--- config.mk ---
export PLATFORM = sky130hd
export DESIGN_NAME = knapsack_search_ctrl
export DESIGN_NICKNAME = d
export VERILOG_FILES = /design/src/rtl/knapsack_search_ctrl.sv
export SDC_FILE = /design/constraint.sdc
export NUM_CORES = 1
export LEC_CHECK = 0
export ABC_AREA = 1
export CORE_UTILIZATION = 35
export DETAILED_ROUTE_END_ITERATION = 16
export GPL_TIMING_DRIVEN = 0
export HOLD_SLACK_MARGIN = 0.1
export SLEW_MARGIN = 5
export SYNTH_ARGS = -nofsm -noshare
export SYNTH_HDL_FRONTEND = slang
export SYNTH_SLANG_ARGS = --single-unit
--- constraint.sdc ---
create_clock -name clk -period 4.8 [get_ports clk]
set_input_delay 0.72 -clock clk [delete_from_list [all_inputs] [get_ports clk]]
set_output_delay 0.72 -clock clk [all_outputs]
set_load 0.05 [all_outputs]
--- src/rtl/knapsack_search_ctrl.sv ---
// Exhaustive 5-item knapsack sweep: one candidate per clock, feasible selections
// streamed under valid/ready, best selection and feasible count reported at the end.
module knapsack_search_ctrl #(
    parameter int N_ITEMS = 5,
    parameter int SUM_W   = 8,
    parameter logic [N_ITEMS*SUM_W-1:0] ITEM_VAL = {8'd10, 8'd1, 8'd2, 8'd2, 8'd4},
    parameter logic [N_ITEMS*SUM_W-1:0] ITEM_WT  = {8'd4,  8'd1, 8'd2, 8'd1, 8'd12}
) (
    input  logic               clk,
    input  logic               rst,
    input  logic               start,
    input  logic [SUM_W-1:0]   min_value,
    input  logic [SUM_W-1:0]   max_weight,
    output logic               busy,
    output logic               sol_valid,
    input  logic               sol_ready,
    output logic [N_ITEMS-1:0] sol_sel,
    output logic [SUM_W-1:0]   sol_value,
    output logic [SUM_W-1:0]   sol_weight,
    output logic               done_valid,
    input  logic               done_ready,
    output logic               best_found,
    output logic [N_ITEMS-1:0] best_sel,
    output logic [SUM_W-1:0]   best_value,
    output logic [SUM_W-1:0]   best_weight,
    output logic [N_ITEMS:0]   sol_count,
    output logic [1:0]         dbg_state
);

    // Handshake: a transfer happens on a rising edge where valid && ready are both
    // high; the producer holds valid and payload stable until that edge.
    typedef enum logic [1:0] {
        S_IDLE  = 2'd0,
        S_SCAN  = 2'd1,
        S_DRAIN = 2'd2,
        S_DONE  = 2'd3
    } state_t;

    state_t             r_state;
    state_t             w_next_state;
    logic [N_ITEMS-1:0] r_c;
    logic [SUM_W-1:0]   r_min;
    logic [SUM_W-1:0]   r_max;
    logic               r_sol_valid;
    logic [N_ITEMS-1:0] r_sol_sel;
    logic [SUM_W-1:0]   r_sol_value;
    logic [SUM_W-1:0]   r_sol_weight;
    logic               r_best_found;
    logic [N_ITEMS-1:0] r_best_sel;
    logic [SUM_W-1:0]   r_best_value;
    logic [SUM_W-1:0]   r_best_weight;
    logic [N_ITEMS:0]   r_count;

    logic [SUM_W-1:0]   w_value;
    logic [SUM_W-1:0]   w_weight;
    logic               w_feasible;
    logic               w_slot_free;
    logic               w_load;
    logic               w_advance;
    logic               w_better;

    always_comb begin
        w_value  = '0;
        w_weight = '0;
        for (int i = 0; i < N_ITEMS; i++) begin
            if (r_c[i]) begin
                w_value  = w_value  + ITEM_VAL[i*SUM_W +: SUM_W];
                w_weight = w_weight + ITEM_WT[i*SUM_W +: SUM_W];
            end
        end
    end

    assign w_feasible  = (w_value >= r_min) && (w_weight <= r_max);
    assign w_slot_free = !r_sol_valid || sol_ready;
    assign w_load      = (r_state == S_SCAN) && w_feasible && w_slot_free;
    // A feasible candidate that cannot be emitted stalls the sweep in place.
    assign w_advance   = (r_state == S_SCAN) && (!w_feasible || w_slot_free);
    // Strict comparisons keep the lower-index candidate on a full tie.
    assign w_better    = !r_best_found || (w_value > r_best_value) ||
                         ((w_value == r_best_value) && (w_weight < r_best_weight));

    always_ff @(posedge clk) begin
        if (rst) r_state <= S_IDLE;
        else     r_state <= w_next_state;
    end

    always_comb begin
        w_next_state = r_state;
        case (r_state)
            S_IDLE:  if (start) w_next_state = S_SCAN;
            S_SCAN:  if (w_advance && (&r_c)) w_next_state = S_DRAIN;
            S_DRAIN: if (w_slot_free) w_next_state = S_DONE;
            S_DONE:  if (done_ready) w_next_state = S_IDLE;
            default: w_next_state = S_IDLE;
        endcase
    end

    always_ff @(posedge clk) begin
        if (rst) begin
            r_c           <= '0;
            r_min         <= '0;
            r_max         <= '0;
            r_sol_valid   <= 1'b0;
            r_sol_sel     <= '0;
            r_sol_value   <= '0;
            r_sol_weight  <= '0;
            r_best_found  <= 1'b0;
            r_best_sel    <= '0;
            r_best_value  <= '0;
            r_best_weight <= '0;
            r_count       <= '0;
        end else begin
            if ((r_state == S_IDLE) && start) begin
                r_min         <= min_value;
                r_max         <= max_weight;
                r_c           <= '0;
                r_best_found  <= 1'b0;
                r_best_sel    <= '0;
                r_best_value  <= '0;
                r_best_weight <= '0;
                r_count       <= '0;
            end
            if (w_advance) r_c <= r_c + 1'b1;
            if (w_load) begin
                r_sol_valid  <= 1'b1;
                r_sol_sel    <= r_c;
                r_sol_value  <= w_value;
                r_sol_weight <= w_weight;
                r_count      <= r_count + 1'b1;
                if (w_better) begin
                    r_best_found  <= 1'b1;
                    r_best_sel    <= r_c;
                    r_best_value  <= w_value;
                    r_best_weight <= w_weight;
                end
            end else if (sol_ready) begin
                r_sol_valid <= 1'b0;
            end
        end
    end

    assign busy        = (r_state != S_IDLE);
    assign done_valid  = (r_state == S_DONE);
    assign sol_valid   = r_sol_valid;
    assign sol_sel     = r_sol_sel;
    assign sol_value   = r_sol_value;
    assign sol_weight  = r_sol_weight;
    assign best_found  = r_best_found;
    assign best_sel    = r_best_sel;
    assign best_value  = r_best_value;
    assign best_weight = r_best_weight;
    assign sol_count   = r_count;
    assign dbg_state   = r_state;

endmodule
==> key figures, run 1 <==
Timing
  – Final worst clock skew: 0.006620 ns
  – Period utilisation layout: 0.7685
  – Slew HR: 0.5629
  – Max Slew Vio Count: 0
  – # setup viols final: 0
  – Crit path time final: 3.689 ns
  – RSZ-0062 raised after global routing: no
  – Sum of negative setup slack: 0 ns
  – Final hold vios: 0
  – Worst slew pin tran: 0.6510 ns
  – Fmax achieved: 271.1 MHz

CTS
  – H-tree levels: 3
  – Hold_buf cts: 0
  – Post-CTS Setup Bufs: 0
  – Number of CTS-inserted buffers: 9
  – Root buf cell: clkbuf_8
  – Latest clock arrival within the worst-skew pair: 0.35 ns
  – Clock tree buffer depth: 2
  – Clk pin slew, worst setup/hold paths: 0.08 ns
  – Resize count post-CTS: 0
  – CTS tree: yes
  – Clk sinks: 67

Synthesis
  – Syn avg cell area: 7.170 sq um
  – Synth area leaders: dfxtp_1, nand2_1, ha_1, a21oi_1, inv_1
  – Number of synthesis warnings: 0
  – Count of cell types in the netlist: 35
  – Post-synthesis cell count: 494
  – Post-synthesis sequential area ratio: 0.3787
  – FF+latch count, synth: 67
  – Synthesized cell area: 0.003542 sq mm
  – Area fraction of the dominant cell type after synthesis: 0.3787
  – Synth area leader: dfxtp_1

GRT
  – Vias in the first global route: 3039
  – Largest net degree at the start of global routing: 12
  – Total gr overflow: 0
  – First-pass GRT wire length: 14690 um
  – Initial antenna violation count: 0
  – Total track usage: 0.1866

Layout
  – Design area: 0.004616 sq mm
  – Antenna cell count: 0
  – Final Non-Filler Cells: 715
  – Area grow syn2layout: 30.31%
  – Layout cells sized above 1: 0.06873
  – Post-Route Utilization: 0.4722
  – Final-stage net count: 634
  – Commonest non-fill, non-tap cell in the layout: nand2_1
  – Most frequent cells in the layout: nand2_1, inv_1, clkdlybuf4s50_1

Min path
  – WHS Endpoint: sol_weight[0]
  – Worst hold start: sol_weight[0]
  – Worst Hold Depth: 2
  – HP Class: reg2reg

Critical path
  – Reg-to-Reg Start: r_c[2]
  – Kind of capture point of the worst setup path: flip-flop
  – CP Launch Type: flip-flop
  – Crit Path Category: reg2reg
  – Worst EP required: 5.06 ns
  – Crit path max fanout: 10
  – Crit path DAT: 3.95 ns
  – R2R cell count: 19
  – Flop2flop setup slack: 1.11 ns
  – FF-to-FF End: best_value[1]

Placement
  – RePlAce Congestion: 0.8264
  – Final HPWL DP: 6905 um
  – Placed cell count: 700
  – Placed Area: 0.004414 sq mm
  – IO buf count: 69

Pwr
  – Max IR drop VDD: 0.3571 mV
  – Total leakage power: 2.117 nW
  – Total Power: 0.002360 W
  – Power density over cell area: 511.3 mW/mm^2

Detailed routing
  – Via density: 4.608
  – DR DRC count: 0
  – WL/cell: 12.90 um
  – Drt initial violations: 156
  – Detailed Routing Iterations Pass 1: 4
  – Final ANT Viol Nets: 0
  – DR vias: 3295
  – Final wirelength: 9222 um

Die
  – DIE AREA: 0.01053 sq mm
  – Core area: 0.009774 sq mm
  – Die W: 102.6 um
  – Initial core utilization: 0.3624
  – Chip Height: 102.6 um
  – Top-Level Pins: 75
  – Rows: 36

Run
  – Maxcap violations: 0

Status
  – Outcome: complete, no violations
-- Yosys cell counts, drive strengths merged --
library cell	count
nor3b	1
nand4	2
nor2	42
o21ai	33
dfxtp	67
o22ai	1
o21a	1
a21boi	1
xor2	3
a31oi	1
xnor2	3
clkbuf	10
and3	1
ha	35
nor3	5
or2	1
a21oi	53
nand2	124
buf	16
nand3b	2
inv	72
conb	1
and2	1
nand3	18
-- layer usage --
metal	routed length, um	up-vias	track usage	share of wire
li1	-	1714	-	-
met5	0	-	0	0
met4	115	0	0.05934	0.012
met1	4376	1481	0.2371	0.47
met2	4273	89	0.3149	0.46
met3	457	11	0.04000	0.050
-- critical path, cell delays in order, from the launching register on --
cell	delay, ns
dfxtp_1	0.40
ha_1	0.23
ha_1	0.28
nand2_1	0.05
o21ai_0	0.16
ha_1	0.22
nand2_1	0.06
xnor2_1	0.53
ha_1	0.35
nand2_1	0.06
inv_1	0.05
nand2_1	0.06
nand2_1	0.05
nand2_1	0.15
nand4_1	0.14
buf_2	0.22
o21ai_0	0.36
nand2_1	0.12
nand2_1	0.09
inv_1	0.03
-- logic make-up after synthesis --
family | count (synthesis) | synth area share
flip-flops | 67 | 0.3787
XOR/XNOR | 6 | 0.01484
adder cells (fa/ha/maj) | 35 | 0.1236
AND/OR/NAND/NOR | 197 | 0.2307
other | 1 | 0.001059
buffers and inverters | 98 | 0.1208
AO/OA/AOI/OAI | 90 | 0.1303
-- worst max path at each step --
stage            from            end  slack, ns  cells past startpoint
3_5_place_dp   r_c[1]  best_value[1]       1.15                     19
4_1_cts        r_c[1]  best_value[1]       1.15                     19
5_1_grt        r_c[2]    best_sel[1]       0.87                     19
2_1_floorplan  r_c[2]  best_value[1]       1.99                     21
3_3_place_gp   r_c[1]  best_value[1]       1.22                     19
6_report       r_c[2]  best_value[1]       1.11                     19
-- through the flow --
stage / worst slack, ns / hold WS, ns
floorplan: 1.991 / 0.4293
global placement: 1.223 / 0.4345
detailed placement: 1.154 / 0.4375
CTS: 1.147 / 0.4490
global route: 0.8651 / 0.4740
finish: 1.111 / 0.4472
-- layout make-up --
cell class | instances | area, sq um
inverters | 72 | 272.8
plain buffers | 26 | 155.1
clock inverters | 4 | 50.05
fillers | 1029 | 5159
repair buffers | 69 | 690.7
well taps | 133 | 166.4
clock buffers | 11 | 151.4
multi-input cells | 333 | 1788
flip-flops and latches | 67 | 1341
-- power breakdown --
group,internal (W),switching (W)
registers,0.000658,0.0000671
clock network,0.000264,0.000223
logic,0.000383,0.000765
total,0.00131,0.00106
-- registers in the layout (all words and copies together), names as in the netlist --
name         flops
best_weight      8
sol_weight       6
r_c              5
dbg_state        2
sol_sel          5
best_sel         5
best_found       1
best_value       8
r_min            8
r_max            8
sol_count        6
sol_value        4
sol_valid        1
(Power assumes the default switching activity.)
==> run 2, diff against run 1 <==
==> constraint.sdc (replaced) <==
create_clock -name clk -period 3.6 [get_ports clk]
set_input_delay 0.54 -clock clk [delete_from_list [all_inputs] [get_ports clk]]
set_output_delay 0.54 -clock clk [all_outputs]
set_load 0.05 [all_outputs]
==> run 2 against run 1 <==
Via count down 0.73%; routed wire length grew 0.27%; setup slack worse by 0.86 ns; die area stayed put; first-iteration DRC count shrank 3.8%; critical path depth is 2 higher; combinational power is 34% higher; power increased by 34%; sequential cell count stayed put; maximum frequency up 10%; utilization up 0.27 points; global-route usage barely moved; largest power group unchanged; highest routed layer unchanged.
==> key figures, run 2 (synthesis results as in run 1) <==
Min path
  – HP Class: reg2reg

GRT
  – First-pass GRT wire length: 14700 um (about the same)
  – Largest net degree at the start of global routing: 12 (unchanged)
  – Total track usage: 0.1868 (about the same)
  – Vias in the first global route: 3041 (+0.066%)
  – Total gr overflow: 0 (unchanged)
  – Initial antenna violation count: 0 (unchanged)

Die
  – DIE AREA: 0.01053 sq mm (unchanged)
  – Top-Level Pins: 75 (unchanged)
  – Core area: 0.009774 sq mm (unchanged)
  – Initial core utilization: 0.3624 (unchanged)
  – Die W: 102.6 um (unchanged)
  – Rows: 36 (unchanged)
  – Chip Height: 102.6 um (unchanged)

Layout
  – Design area: 0.004642 sq mm (+0.57%)
  – Commonest non-fill, non-tap cell in the layout: nand2_1
  – Antenna cell count: 0 (unchanged)
  – Final Non-Filler Cells: 715 (unchanged)
  – Area grow syn2layout: 31.05%
  – Layout cells sized above 1: 0.07388 (+0.005155)
  – Most frequent cells in the layout: nand2_1, inv_1, clkdlybuf4s50_1
  – Final-stage net count: 634 (unchanged)

Critical path
  – Worst Setup SP: r_c[1]
  – Reg-to-Reg Start: r_c[1]
  – CP top delay family: adder cells
  – Crit path capture: best_value[1]
  – Crit path max fanout: 10 (unchanged)
  – CP Launch Type: flip-flop
  – Most used cell, CP: nand2_1
  – R2R cell count: 21 (+2)
  – Levels on crit path: 21 (+2)
  – Crit path DAT: 3.60 ns (-0.35 ns)
  – Crit Path Category: reg2reg
  – FF-to-FF End: best_value[1]
  – Kind of capture point of the worst setup path: flip-flop
  – WP buf/inv: 3 (unchanged)
  – Crit-path cells: ha_1 -> ha_1 -> nand2_1 -> o21ai_0 -> ha_1 -> nand2_1 -> nand2_1 -> ha_1 -> nand2_1 -> inv_1 -> nand2_1 -> nand2_1 -> nand2_1 -> nand2_1 -> nand2_1 -> nand4_1 -> clkbuf_4 -> o21ai_1 -> nand2_1 -> nand2_1 -> inv_1
  – Flop2flop setup slack: 0.25 ns (-0.86 ns)
  – CP max-delay cell: dfxtp_2
  – Worst EP required: 3.86 ns (-1.20 ns)
  – CP max stage delay: 0.37 ns (-0.16 ns)

Timing
  – Setup ws final: 0.2526 ns (-0.8585 ns)
  – Fmax achieved: 298.7 MHz (+10%)
  – Crit path time final: 3.347 ns (-0.3415 ns)
  – Final hold vios: 0 (unchanged)
  – RSZ-0062 raised after global routing: yes
  – Slew HR: 0.5904 (+0.02754)
  – Max Slew Vio Count: 0 (unchanged)
  – Period utilisation layout: 0.9298 (+0.1613)
  – Final worst clock skew: 0.006002 ns (-0.0006182 ns)
  – Worst slew pin tran: 0.6144 ns (-0.03663 ns)
  – Final hold slack: 0.4451 ns (-0.002180 ns)
  – # setup viols final: 0 (unchanged)

Pwr
  – Logic pwr share: 0.487 (about the same)
  – Power density over cell area: 679.8 mW/mm^2 (+33%)
  – Internal Pwr Total: 0.001744 W (+34%)
  – Switching power: 0.001411 W (+34%)
  – Sw frac: 0.4472 (about the same)
  – Reg power frac: 0.306 (about the same)
  – Total leakage power: 2.133 nW (+0.73%)
  – Max IR drop VDD: 0.4843 mV (+36%)
  – Clock power share: 0.206 (about the same)

CTS
  – Root buf cell: clkbuf_8
  – Hold_buf cts: 0 (unchanged)
  – H-tree levels: 3 (unchanged)
  – Number of CTS-inserted buffers: 9 (unchanged)
  – Latest clock arrival within the worst-skew pair: 0.35 ns (about the same)
  – Clock tree buffer depth: 2 (unchanged)
  – Clk sinks: 67 (unchanged)
  – Clk pin slew, worst setup/hold paths: 0.07 ns (about the same)
  – CTS tree: yes

Placement
  – Placed Area: 0.004414 sq mm (unchanged)
  – RePlAce Congestion: 0.8264 (unchanged)
  – Placed cell count: 700 (unchanged)
  – IO buf count: 69 (unchanged)
  – Final HPWL DP: 6905 um (unchanged)
  – Post-place setup slack: -0.04588 ns (-1.200 ns)

Status
  – Outcome: complete, no violations

Detailed routing
  – Final ANT Viol Nets: 0 (unchanged)
  – Via density: 4.575 (-0.73%)
  – DR DRC count: 0 (unchanged)
  – WL/cell: 12.93 um (+0.27%)
  – DR vias: 3271 (-0.73%)
  – Drt initial violations: 150 (-3.8%)
  – Final wirelength: 9247 um (+0.27%)
  – Detailed Routing Iterations Pass 1: 4 (unchanged)

Run
  – Maxcap violations: 0 (unchanged)
run 2: final cells by class:
type	instances	area, sq um
sequential	67	1344
clock inverter	4	50.05
multi-input combinational	333	1807
tap	133	166.4
fill	1028	5132
clock buffer	11	151.4
inverter	72	272.8
timing repair buffer	69	690.7
buffer	26	160.2
run 2: how the worst min path moves through the flow:
stage / start / end / slack, ns / cells past startpoint
after floorplan: r_min[7] / r_min[7] / 0.43 / 2
after global placement: sol_value[2] / sol_value[2] / 0.43 / 2
after detailed placement: sol_weight[0] / sol_weight[0] / 0.44 / 2
after CTS: sol_weight[0] / sol_weight[0] / 0.45 / 2
after global routing: sol_sel[1] / sol_sel[1] / 0.47 / 2
final: sol_weight[0] / sol_weight[0] / 0.45 / 2
run 2: worst min-delay path, delay by kind of cell (launching register included):
kind	cells	cell delay, ns
flip-flops	1	0.31
buffers and inverters	1	0.05
AO/OA/AOI/OAI	1	0.05
run 2: per-stage QoR:
step / utilization / setup TNS (ns) / power, W
after floorplan: - / 0 / 0.002062
after global placement: 0.4516 / 0 / 0.002484
after detailed placement: 0.4516 / -0.05593 / 0.002519
after CTS: 0.4730 / 0 / 0.003168
after global routing: 0.4749 / -0.01484 / 0.003386
final: 0.4749 / 0 / 0.003155
run 2: routing by layer:
| layer | global-route usage | vias to the layer above | part of all wire |
|---|---|---|---|
| li1 | - | 1715 | - |
| met1 | 0.2375 | 1476 | 0.48 |
| met2 | 0.3149 | 69 | 0.47 |
| met3 | 0.04000 | 11 | 0.040 |
| met4 | 0.05934 | 0 | 0.012 |
| met5 | 0 | - | 0 |
run 2: power groups by stage:
stage | Combinational [W] | Clock [W] | Sequential (W)
after floorplan | 0.000815 | 0 | 0.00125
after global placement | 0.00150 | 0 | 0.000981
after detailed placement | 0.00153 | 0 | 0.000985
after CTS | 0.00154 | 0.000657 | 0.000968
after global routing | 0.00171 | 0.000689 | 0.000982
final | 0.00154 | 0.000651 | 0.000966
run 2: repair_timing:
action                     in CTS  in global routing
buffers inserted                0                  0
setup endpoints to repair       3                 40
gates resized for setup         1                 10
pin swaps                       0                  0
